===== src/rtl/mul_row_collect.sv =====
// Receive end of the multiplier datapath: packs fixed-latency products into rows
// and offers them through a two-bank ping-pong buffer on a valid/ready handshake.
module mul_row_collect #(
  parameter int DATA_W  = 32,
  parameter int LAT     = 7,
  parameter int ROW_LEN = 8,
  parameter int IDX_W   = 3
) (
  input  logic                      clk,
  input  logic                      rst,
  input  logic                      enable,
  input  logic                      flush,
  input  logic [DATA_W-1:0]         in_data,
  output logic [DATA_W*ROW_LEN-1:0] out_row,
  output logic                      out_valid,
  input  logic                      out_ready,
  output logic                      overflow
);

  logic [LAT-1:0]    vpipe;
  logic [IDX_W-1:0]  idx;
  logic [1:0]        bank_full;
  logic [1:0]        full_nxt;
  logic              wr_bank;
  logic              rd_bank;
  logic              rd_nxt;
  logic [DATA_W-1:0] mem [2][ROW_LEN];

  logic sample;
  logic xfer;
  logic wr_free;
  logic do_write;
  logic do_drop;
  logic row_done;

  // A transfer freeing the bank being filled lets a same-cycle sample land in it.
  always_comb begin
    sample   = vpipe[LAT-1];
    xfer     = out_valid && out_ready;
    wr_free  = !bank_full[wr_bank] || (xfer && (rd_bank == wr_bank));
    do_write = sample && !flush && wr_free;
    do_drop  = sample && !flush && !wr_free;
    row_done = do_write && (idx == IDX_W'(ROW_LEN - 1));
    full_nxt = bank_full;
    if (xfer)
      full_nxt[rd_bank] = 1'b0;
    if (row_done)
      full_nxt[wr_bank] = 1'b1;
    rd_nxt = rd_bank ^ xfer;
  end

  always_ff @(posedge clk or negedge rst) begin
    if (!rst) begin
      vpipe     <= '0;
      idx       <= '0;
      bank_full <= '0;
      wr_bank   <= 1'b0;
      rd_bank   <= 1'b0;
      out_valid <= 1'b0;
      overflow  <= 1'b0;
      for (int b = 0; b < 2; b++)
        for (int k = 0; k < ROW_LEN; k++)
          mem[b][k] <= '0;
    end else begin
      vpipe[0] <= enable;
      for (int k = 1; k < LAT; k++)
        vpipe[k] <= vpipe[k-1];
      bank_full <= full_nxt;
      rd_bank   <= rd_nxt;
      out_valid <= full_nxt[rd_nxt];
      if (do_drop)
        overflow <= 1'b1;
      if (flush) begin
        idx <= '0;
      end else if (do_write) begin
        mem[wr_bank][idx] <= in_data;
        if (row_done) begin
          idx     <= '0;
          wr_bank <= ~wr_bank;
        end else begin
          idx <= idx + 1'b1;
        end
      end
    end
  end

  always_comb begin
    out_row = '0;
    for (int k = 0; k < ROW_LEN; k++)
      out_row[DATA_W*k +: DATA_W] = mem[rd_bank][k];
  end

endmodule


===== config.mk =====
export PLATFORM = sky130hd
export DESIGN_NAME = mul_row_collect
export DESIGN_NICKNAME = d
export VERILOG_FILES = /design/src/rtl/mul_row_collect.sv
export SDC_FILE = /design/constraint.sdc
export NUM_CORES = 1
export LEC_CHECK = 0
export CAP_MARGIN = 20
export CELL_PAD_IN_SITES_DETAIL_PLACEMENT = 1
export CELL_PAD_IN_SITES_GLOBAL_PLACEMENT = 2
export CORE_MARGIN = 4
export CORE_UTILIZATION = 35
export DETAILED_ROUTE_END_ITERATION = 16
export PLACE_DENSITY = 0.83
export SYNTH_ARGS = -nofsm -noshare
export SYNTH_HDL_FRONTEND = slang
export SYNTH_SLANG_ARGS = --single-unit

===== constraint.sdc =====
create_clock -name clk -period 2.25 [get_ports clk]
set_clock_uncertainty 0.05 [all_clocks]
set_input_delay 0.3375 -clock clk [delete_from_list [all_inputs] [get_ports clk]]
set_output_delay 0.3375 -clock clk [all_outputs]
set_load 0.1 [all_outputs]

==> results by group <==
Power and ir drop
  – Max rail drop VDD: 537 uV
  – Leak: 15.4 nW
  – P_int: 0.0162 W
  – Clock power frac: 43.2%
  – Reg power frac: 49.6%
  – Combinational Power Share: 7.2%
  – Switching share of power: 24.2%
  – Pwr dens: 643 nW/um^2
  – Net Switching: 0.00517 W

Final layout
  – FILL cells: 6088
  – Most frequent cells in the layout: mux2_2, dfrtp_1, buf_12
  – Synthesis-to-layout area growth: 43.7%
  – Nets: 1856
  – Layout cells sized above 1: 65.2%
  – Core Util, Final: 50.7%
  – Commonest non-fill, non-tap cell in the layout: mux2_2
  – # diodes: 0
  – Non-filler cells, final: 2724

Job
  – Maxcap violations: 0

Yosys
  – Number of synthesized register bits: 528
  – Main synth FF type: dfrtp_1
  – Ys Warns: 0
  – Seq/Total Area, Yosys: 57.1%
  – Synth unique cells: 33
  – Top-area cell type share of the netlist area: 57.1%
  – EDFF count, synth: 0
  – Async S/R FF share, synth: 100%
  – Mean Syn Cell Area: 15.7 um^2
  – Area leader, netlist: dfrtp_1
  – Synthesized instance count: 1474
  – Mapped Area: 23100 um^2
  – Post-synthesis net count: 1513
  – Synth top area cells: dfrtp_1, mux2_2, mux2_1, clkbuf_1, a2111oi_4

Timing
  – RSZ-0062 raised after global routing: yes
  – FMAX: 389 MHz
  – # setup viols final: 572
  – Max-Slew Margin vs Limit: 45.9%
  – Fin worst setup slack: -0.324 ns
  – Final count of hold timing violations: 0
  – Final Max Slew Viols: 0
  – Hold Slack: 0.136 ns
  – Worst Tran Pin Value: 0.812 ns
  – Post-layout minimum cycle time: 2.57 ns
  – Period Utilization, post-route: 114%

Global routing
  – First-pass GRT wire length: 106000 um
  – Pin count of the biggest net entering global routing: 73
  – Number of global-route vias before repair: 16000
  – Initial antenna violation count: 0
  – GRT Residual Overflow: 0
  – Aggregate global-route resource usage: 19.8%

Floorplanning
  – Die H: 265 um
  – Initial Util: 35.3%
  – Full die area: 70300 um^2
  – Die width: 265 um
  – Num rows: 94
  – Top-Level Pins: 295
  – CORE AREA: 65600 um^2

Critical path
  – CP arrival: 2.19 ns
  – FF-to-FF setup slack: -0.21 ns
  – CP startpoint kind: register
  – WS Path Type: reg2out
  – CP Capture Type: output pin
  – CP required: 1.86 ns
  – CP max FO: 8

Status
  – Failing checks: setup timing
  – Status: finished, violations left

Clocking
  – Clk slew on worst S/H paths: 0.06 ns
  – Clock Sinks: 528
  – TritonCTS clock tree: yes
  – Longest Clk Path Bufs: 3
  – Clk Latency, worst-skew pair: 0.61 ns
  – CTS Root Cell: clkbuf_16
  – H-tree Lvls: 2
  – Clock buffer count from CTS: 56

Place
  – Post-placement cell count: 2589
  – Input/output buffers: 294
  – Place WS: -0.478 ns
  – Post-DP HPWL: 45300 um
  – RePlAce Congestion: 0.769

Drt
  – Routed len/inst: 27.0 um
  – DR iter-0 viols: 716
  – Detail Route Antenna Nets: 0
  – Drt first pass iters: 4
  – Drt drc: 0
  – Total Wirelength: 73500 um
  – Routed vias/inst: 5.12
  – Vias after detailed routing: 13900

Hold path
  – HP Class: in2reg
what timing repair did:
item | 4_1_cts | 5_1_grt
hold endpoints to repair | 42 | 0
gates cloned | 9 | 15
resized for setup | 83 | 91
endpoints found under the setup margin | 307 | 658
setup buffers | 5 | 5
hold buffers | 1 | 0
pin swaps | 0 | 0
through the flow:
step / power (W) / instance area [um^2] / TNS [ns]
2_1_floorplan: 0.0115 / 23100 / 0
3_3_place_gp: 0.0121 / 30100 / -134.16
3_5_place_dp: 0.0123 / 30100 / -156.85
4_1_cts: 0.0215 / 32600 / -87.94
5_1_grt: 0.0223 / 33300 / -135.53
6_report: 0.0214 / 33300 / -96.53
metal layers:
metal	GRT usage, %	share of wire (%)	vias to the layer above
li1	-	-	5972
met3	3.61	3.8	100
met5	0	0	-
met4	4.54	2.4	0
met2	34.4	51	280
met1	25.8	43	7595
area by class of cell:
class	count	area, um^2	share of cell area [%]
Clock buffer	76	1570	4.71
Clock inverter	25	270	0.812
Inverter	3	11.3	0.0338
Multi-Input combinational cell	827	9900	29.8
Sequential cell	528	13200	39.7
Tap cell	864	1080	3.25
Timing Repair Buffer	401	7210	21.7
flip-flops by register name (all words and copies together) (netlist names):
register   cells
bank_full      2
overflow       1
idx            3
wr_bank        1
out_valid      1
vpipe          7
rd_bank        1
mem          512
power by group through the flow:
stage	Combinational (W)	Sequential, W	Clock, W
2_1_floorplan	0.000897	0.0106	0
3_3_place_gp	0.00143	0.0107	0
3_5_place_dp	0.00152	0.0107	0
4_1_cts	0.00154	0.0106	0.00942
5_1_grt	0.00168	0.0107	0.00990
6_report	0.00154	0.0106	0.00924
cell usage after synthesis, types with 2 or more instances:
cell and number:
mux2_2 731, dfrtp_1 528, clkbuf_1 61, mux2_1 38
buf_2 27, buf_4 17, buf_6 10, a2111oi_4 8
a211oi_2 8, nand2_1 5, nand2b_1 4, inv_1 3
nand3_1 3, nand3b_1 3, o21ai_0 3, or3b_2 3
a21bo_2 2, ha_1 2, mux2i_1 2, nand3b_4 2
nor2b_1 2
critical path, stage by stage, from the launching register on:
cell and delay (ns):
dfrtp_4 0.54, buf_16 0.19, buf_12 0.16, clkbuf_16 0.17, mux2_4 0.33, buf_12 0.17
final timing paths:
path,depth (start not counted),startpoint,to
setup / recovery,5,rd_bank,out_row[183]
hold / removal,1,enable,vpipe[0]
setup reg to reg,8,rd_bank,mem[83]
hold reg to reg,0,vpipe[1],vpipe[2]
max in group asynchronous,3,rst,mem[209]
min in group asynchronous,2,rst,mem[156]
cell families after synthesis:
| group | share of synthesized area (%) |
|---|---|
| mux | 37.5 |
| flops | 57.1 |
| buf+inv | 2.68 |
| compound gates | 1.73 |
| simple gates | 0.805 |
| fa+ha+maj | 0.108 |
| xor+xnor | 0.0973 |
Power figures use the tool's default switching activity.
